**src/rtl/core_pkg.sv**
```systemverilog
// Shared definitions for the core fetch stage: FSM states, the NOP encoding,
// the default reset PC and the fetch/decode pipeline register layout.
package core_pkg;

  typedef enum logic [1:0] {
    ST_IDLE,
    ST_WAIT,
    ST_HOLD,
    ST_DROP
  } fetch_state_e;

  localparam logic [31:0] NOP_INST         = 32'h0000_0013;
  localparam logic [31:0] DEFAULT_RESET_PC = 32'h0000_0000;

  typedef struct packed {
    logic [31:0] pc;
    logic [31:0] pc_4;
    logic [31:0] inst;
    logic        nop;
  } fd_reg_t;

  // A bubble keeps the PC pair of the register it replaces.
  function automatic fd_reg_t make_bubble(input fd_reg_t cur);
    fd_reg_t r;
    r      = cur;
    r.inst = NOP_INST;
    r.nop  = 1'b1;
    return r;
  endfunction

endpackage

```
**src/rtl/core_fetch_s_if.sv**
```systemverilog
// Request/acknowledge bus between the fetch stage and the L1 instruction cache.
interface core_fetch_s_if;
  logic        il1_req_out;
  logic [31:0] il1_addr_out;
  logic        il1_ack_in;
  logic [31:0] il1_data_in;

  modport master (
    output il1_req_out,
    output il1_addr_out,
    input  il1_ack_in,
    input  il1_data_in
  );

  modport slave (
    input  il1_req_out,
    input  il1_addr_out,
    output il1_ack_in,
    output il1_data_in
  );
endinterface

```
**src/rtl/core_fetch_buf.sv**
```systemverilog
// One-entry hold buffer for an instruction word that arrived while decode was stalled.
module core_fetch_buf (
  input  logic        clk,
  input  logic        rst,
  input  logic        load_i,
  input  logic        clear_i,
  input  logic [31:0] data_i,
  output logic        valid_o,
  output logic [31:0] data_o
);

  logic        valid_q, valid_d;
  logic [31:0] data_q, data_d;

  always_comb begin
    valid_d = valid_q;
    data_d  = data_q;
    if (clear_i) valid_d = 1'b0;
    if (load_i) begin
      valid_d = 1'b1;
      data_d  = data_i;
    end
  end

  always_ff @(posedge clk) begin
    if (rst) valid_q <= 1'b0;
    else     valid_q <= valid_d;
  end

  // NOTE: the payload has no reset; valid_q alone says whether it means anything.
  always_ff @(posedge clk) begin
    data_q <= data_d;
  end

  assign valid_o = valid_q;
  assign data_o  = data_q;

endmodule

```
**src/rtl/core_fetch_s.sv**
```systemverilog
// Instruction fetch stage: issues L1 requests, tracks the PC, and feeds the
// fetch/decode register with instructions or bubbles.
module core_fetch_s
  import core_pkg::*;
#(
  parameter logic [31:0] RESET_PC = DEFAULT_RESET_PC
) (
  input  logic           clk,
  input  logic           rst,
  input  logic           if_enb,
  input  logic           if_kill,
  input  logic           if_redirect_in,
  input  logic [31:0]    if_redirect_pc_in,
  core_fetch_s_if.master il1,
  output logic [31:0]    if_pc_out_reg,
  output logic [31:0]    if_pc_4_out_reg,
  output logic [31:0]    if_inst_out_reg,
  output logic           if_nop_gen_out_reg,
  output logic           if_stall_out
);

  localparam fd_reg_t FD_RESET = '{pc: 32'h0, pc_4: 32'h0, inst: NOP_INST, nop: 1'b1};

  fetch_state_e state_q, state_d;
  logic [31:0]  pc_q, pc_d;
  logic [31:0]  addr_q, addr_d;
  fd_reg_t      fd_q, fd_d;

  logic         buf_load, buf_clear, buf_valid;
  logic [31:0]  buf_data;

  core_fetch_buf u_buf (
    .clk     (clk),
    .rst     (rst),
    .load_i  (buf_load),
    .clear_i (buf_clear),
    .data_i  (il1.il1_data_in),
    .valid_o (buf_valid),
    .data_o  (buf_data)
  );

  // NOTE: every signal gets a default before the case so no latch is inferred.
  always_comb begin
    state_d   = state_q;
    pc_d      = pc_q;
    addr_d    = addr_q;
    fd_d      = fd_q;
    buf_load  = 1'b0;
    buf_clear = 1'b0;

    unique case (state_q)
      ST_IDLE: begin
        state_d = ST_WAIT;
        if (if_redirect_in) begin
          pc_d   = if_redirect_pc_in;
          addr_d = if_redirect_pc_in;
        end
        if (if_enb) fd_d = make_bubble(fd_q);
      end

      ST_WAIT: begin
        if (il1.il1_ack_in) begin
          if (if_redirect_in) begin
            pc_d   = if_redirect_pc_in;
            addr_d = if_redirect_pc_in;
          end else begin
            pc_d   = pc_q + 32'd4;
            addr_d = addr_q + 32'd4;
            if (if_enb) begin
              fd_d = '{pc: pc_q, pc_4: pc_q + 32'd4, inst: il1.il1_data_in, nop: 1'b0};
            end else begin
              buf_load = 1'b1;
              state_d  = ST_HOLD;
            end
          end
        end else if (if_redirect_in) begin
          // Request is still in flight at addr_q; let it finish, then refetch.
          pc_d    = if_redirect_pc_in;
          state_d = ST_DROP;
        end else if (if_enb) begin
          fd_d = make_bubble(fd_q);
        end
      end

      ST_HOLD: begin
        if (if_redirect_in) begin
          buf_clear = 1'b1;
          pc_d      = if_redirect_pc_in;
          addr_d    = if_redirect_pc_in;
          state_d   = ST_WAIT;
        end else if (if_enb && buf_valid && !if_kill) begin
          // pc_q already points past the buffered word.
          fd_d      = '{pc: pc_q - 32'd4, pc_4: pc_q, inst: buf_data, nop: 1'b0};
          buf_clear = 1'b1;
          state_d   = ST_WAIT;
        end
      end

      ST_DROP: begin
        if (if_redirect_in) begin
          pc_d = if_redirect_pc_in;
        end else if (il1.il1_ack_in) begin
          addr_d  = pc_q;
          state_d = ST_WAIT;
        end
        if (if_enb) fd_d = make_bubble(fd_q);
      end

      default: state_d = ST_IDLE;
    endcase

    if (if_redirect_in || if_kill) fd_d = make_bubble(fd_q);
  end

  always_ff @(posedge clk) begin
    if (rst) begin
      state_q <= ST_IDLE;
      pc_q    <= RESET_PC;
      addr_q  <= RESET_PC;
      fd_q    <= FD_RESET;
    end else begin
      state_q <= state_d;
      pc_q    <= pc_d;
      addr_q  <= addr_d;
      fd_q    <= fd_d;
    end
  end

  assign il1.il1_req_out  = (state_q == ST_WAIT) || (state_q == ST_DROP);
  assign il1.il1_addr_out = addr_q;
  assign if_stall_out     = (state_q == ST_WAIT) && !il1.il1_ack_in;

  assign if_pc_out_reg      = fd_q.pc;
  assign if_pc_4_out_reg    = fd_q.pc_4;
  assign if_inst_out_reg    = fd_q.inst;
  assign if_nop_gen_out_reg = fd_q.nop;

endmodule

```
**src/flat_wrapper.sv**
```systemverilog
// flat-port wrapper written by rule: the top's interface ports become plain ports
module core_fetch_s_flat import core_pkg::*;
#(
  parameter logic [31:0] RESET_PC = DEFAULT_RESET_PC
)
  (clk, rst, if_enb, if_kill, if_redirect_in, if_redirect_pc_in, if_pc_out_reg, if_pc_4_out_reg, if_inst_out_reg, if_nop_gen_out_reg, if_stall_out, il1_il1_req_out, il1_il1_addr_out, il1_il1_ack_in, il1_il1_data_in);
  core_fetch_s_if il1_i ();
  input  logic clk;
  input  logic rst;
  input  logic if_enb;
  input  logic if_kill;
  input  logic if_redirect_in;
  input  logic [31:0] if_redirect_pc_in;
  output logic [31:0] if_pc_out_reg;
  output logic [31:0] if_pc_4_out_reg;
  output logic [31:0] if_inst_out_reg;
  output logic if_nop_gen_out_reg;
  output logic if_stall_out;
  output wire logic [$bits(il1_i.il1_req_out)-1:0] il1_il1_req_out;
  output wire logic [$bits(il1_i.il1_addr_out)-1:0] il1_il1_addr_out;
  input wire logic [$bits(il1_i.il1_ack_in)-1:0] il1_il1_ack_in;
  input wire logic [$bits(il1_i.il1_data_in)-1:0] il1_il1_data_in;
  assign il1_il1_req_out = il1_i.il1_req_out;
  assign il1_il1_addr_out = il1_i.il1_addr_out;
  assign il1_i.il1_ack_in = il1_il1_ack_in;
  assign il1_i.il1_data_in = il1_il1_data_in;
  core_fetch_s #(.RESET_PC(RESET_PC)) u_core (.clk(clk), .rst(rst), .if_enb(if_enb), .if_kill(if_kill), .if_redirect_in(if_redirect_in), .if_redirect_pc_in(if_redirect_pc_in), .il1(il1_i), .if_pc_out_reg(if_pc_out_reg), .if_pc_4_out_reg(if_pc_4_out_reg), .if_inst_out_reg(if_inst_out_reg), .if_nop_gen_out_reg(if_nop_gen_out_reg), .if_stall_out(if_stall_out));
endmodule
```
**config.mk**
```make
export PLATFORM = sky130hd
export DESIGN_NAME = core_fetch_s_flat
export DESIGN_NICKNAME = d
export VERILOG_FILES = /design/src/rtl/core_pkg.sv /design/src/rtl/core_fetch_s_if.sv /design/src/rtl/core_fetch_buf.sv /design/src/rtl/core_fetch_s.sv /design/src/flat_wrapper.sv
export SDC_FILE = /design/constraint.sdc
export NUM_CORES = 1
export LEC_CHECK = 0
export BUFFER_PORTS_ARGS = -buffer_cell sky130_fd_sc_hd__buf_2
export CELL_PAD_IN_SITES_DETAIL_PLACEMENT = 0
export CELL_PAD_IN_SITES_GLOBAL_PLACEMENT = 1
export CORE_ASPECT_RATIO = 0.9
export CORE_MARGIN = 3
export CORE_UTILIZATION = 30
export DETAILED_ROUTE_END_ITERATION = 6
export PLACE_DENSITY = 0.66
export SYNTH_ARGS = -nofsm -noshare
export SYNTH_HDL_FRONTEND = slang
export SYNTH_HIERARCHICAL = 1
export SYNTH_SLANG_ARGS = --single-unit
```
**constraint.sdc**
```tcl
create_clock -name clk -period 4.8 [get_ports clk]
set_input_delay 0.48 -clock clk [delete_from_list [all_inputs] [get_ports clk]]
set_output_delay 0.48 -clock clk [all_outputs]
set_load 0.1 [all_outputs]
```
==> out/results.ini <==
[final_layout]
final_area_sq_um=12400
layoutNonFillerInstCount=1898
fin_util_pct=36.0
fillerInstances=3682
nets=1499
final-seq-area_sq_um=4200
syn_to_final_growth_pct=17.1
multi_input_area_sq_um=5810
drive_gt1_share_pct=19.5

[sta]
fin_ws_ps=1420
rsz0062_at_grt=false
fmax_mhz=296
hold-worst-slack_ps=227
fin_crit_ps=3380
slew_violations=0
worst_clock_skew_ps=16.7
setup_viol=0
worst_slew_pin_slew_ps=1130
tns_ps=0
timing.final.crit_share_pct=70.4
relSlewSlack_pct=24.6
hold_violations=0

[logic_synthesis]
synth_top_flop_cell=dfxtp_1
yosys_warnings=6
synthTopCellsByArea=dfxtp_1 (31%), edfxtp_1 (9.1%), o21ai_0 (5.5%)
ys_seq_area_share_pct=39.7
synth-edff-count=32
netlist_area_sq_um=10600
synthDominantCellAreaShare_pct=30.6
synthesis.instances=1317
synthArstFlopShare_pct=0
ys_ff_latch=194
syn_nets=1394
yosys.area.top_type=dfxtp_1
synth_cell_types=78
syn_avg_cell_area_sq_um=8.05

[global_route]
grt_pass1_vias=10500
grt_pass1_wl_um=61600
grt_util_all_layers_pct=20.6
antenna_found_initial=2
overflow=0
grt_max_degree=67

[placed_design]
dp.cells=1865
port_buffers=200
dpl_cell_area_sq_um=11800
finalWeightedCongestion=0.827
place_ws_ps=1780
post-dp-hpwl_um=27800

[flow_run]
maxCapViolations=0

[drt]
ant_nets=0
vias=10800
finalWirelength_um=39800
drt-wirelength-per-cell_um=21.0
drtIter0Drc=870
firstDrtPassIters=6
drc=0
via_per_inst=5.71

[pwr]
power_mw=5.33
max-vdd-ir-drop_uv=281
p_leak_nw=4.60
power_density_nw_per_um2=429

[setup_path]
end_kind=output pin
arrival_ps=2900
path_class=register to output pin
cp-start-kind=register
path_max_fanout=54
crit_required_ps=4320

[worst_hold_path]
hp-class=input port to register

[floorplan]
coreArea_sq_um=34400
initial_core_util_pct=30.8
die_w_um=204
dieArea_sq_um=37600
fp.dieH_um=184
rows=64
io_pins=201

[clock_network]
cts.path.max_buffers=2
cts_buffers=17
cts_hold_buffers=0
cts_resized=0
cts-root-buf=clkbuf_16
htreeDepth=4
clock_latency_ps=450
clk_pin_slew_ps=80
clock_sinks=194
cts_tree=yes
cts_setup_buffers=0

[status]
outcome=complete, no violations

==> per-layer routing <==
metal	track usage, %	vias up	part of all wire, %
li1	-	5181	-
met1	26.5	5252	43
met2	34.2	354	48
met3	5.26	55	6.9
met4	6.05	4	2.2
met5	0	-	0.058
==> cells in the final DEF, fill, tap and decap left out, types with 6 or more instances in the layout <==
| cell type | n |
|---|---|
| edfxtp_1 | 32 |
| o211ai_1 | 6 |
| a22o_1 | 30 |
| or4_1 | 11 |
| nand3_1 | 42 |
| inv_1 | 16 |
| nor3_1 | 38 |
| a211oi_1 | 22 |
| nor4_1 | 25 |
| dfxtp_1 | 162 |
| clkbuf_16 | 17 |
| a31oi_1 | 42 |
| a21oi_1 | 100 |
| nor2_1 | 121 |
| ha_1 | 6 |
| and3_1 | 14 |
| o31ai_1 | 11 |
| buf_2 | 200 |
| xor2_1 | 8 |
| nand4_1 | 23 |
| nor3b_1 | 6 |
| o22ai_1 | 11 |
| nand2b_1 | 9 |
| o21ai_0 | 116 |
| a22oi_1 | 48 |
| a221oi_1 | 18 |
| or3_1 | 9 |
| nand2_1 | 114 |
| a311oi_1 | 12 |
| mux2i_1 | 7 |
| and4_1 | 7 |
| xnor2_1 | 13 |
| buf_4 | 22 |
==> Yosys cell counts (12+ instances only) <==
| library cell | instances |
|---|---|
| a211oi_1 | 22 |
| edfxtp_1 | 32 |
| nor3_1 | 39 |
| nor2_1 | 122 |
| nand3_1 | 42 |
| a31oi_1 | 42 |
| nand4_1 | 23 |
| xnor2_1 | 13 |
| clkbuf_1 | 110 |
| inv_1 | 16 |
| o21ai_0 | 116 |
| buf_1 | 12 |
| a22o_1 | 30 |
| a221oi_1 | 18 |
| a22oi_1 | 48 |
| nand2_1 | 114 |
| a21oi_1 | 100 |
| dfxtp_1 | 162 |
| and3_1 | 14 |
| a311oi_1 | 12 |
| nor4_1 | 25 |
==> final timing paths <==
kind	slack (ps)	endpoint	depth (start not counted)	from
max	1420	if_stall_out	6	u_core/state_q[1]
min	230	u_core/u_buf/data_o[12]	1	il1_il1_data_in[12]
max reg2reg	1710	u_core/il1.il1_addr_out[26]	7	u_core/state_q[1]
min reg2reg	460	u_core/il1.il1_addr_out[0]	2	u_core/il1.il1_addr_out[0]
==> worst max-delay path, stage by stage, from the launching register on <==
cell	delay [ps]
dfxtp_1	350
inv_1	90
ha_2	400
buf_4	510
inv_1	420
nor2_1	200
buf_2	460
==> logic make-up (layout without fill, tap and decap cells) <==
group                    Yosys count  after routing  synth area share, %
multiplexers                      10             10                0.980
flip-flops                       194            194                 39.7
buffers and inverters            154            272                 5.75
adder cells (fa/ha/maj)            7              7                0.827
other                              0              1                    0
XOR/XNOR                          21             21                 1.74
AO/OA/AOI/OAI                    475            475                 29.4
AND/OR/NAND/NOR                  456            456                 21.6
==> power by group <==
group	total, mW	switching, mW	internal, mW
clock	1.46	0.676	0.781
combinational	1.89	1.48	0.410
sequential	1.98	0.191	1.79
total	5.33	2.35	2.98
==> final cells by class <==
cell class	instances	area share (%)
multi-input cells	969	46.8
flip-flops and latches	194	33.9
repair buffers	222	9.40
well taps	462	4.66
clock buffers	19	3.57
clock inverters	13	1.08
inverters	18	0.545
diodes	1	0.0202
No activity file was read; power rests on OpenSTA's default activity.
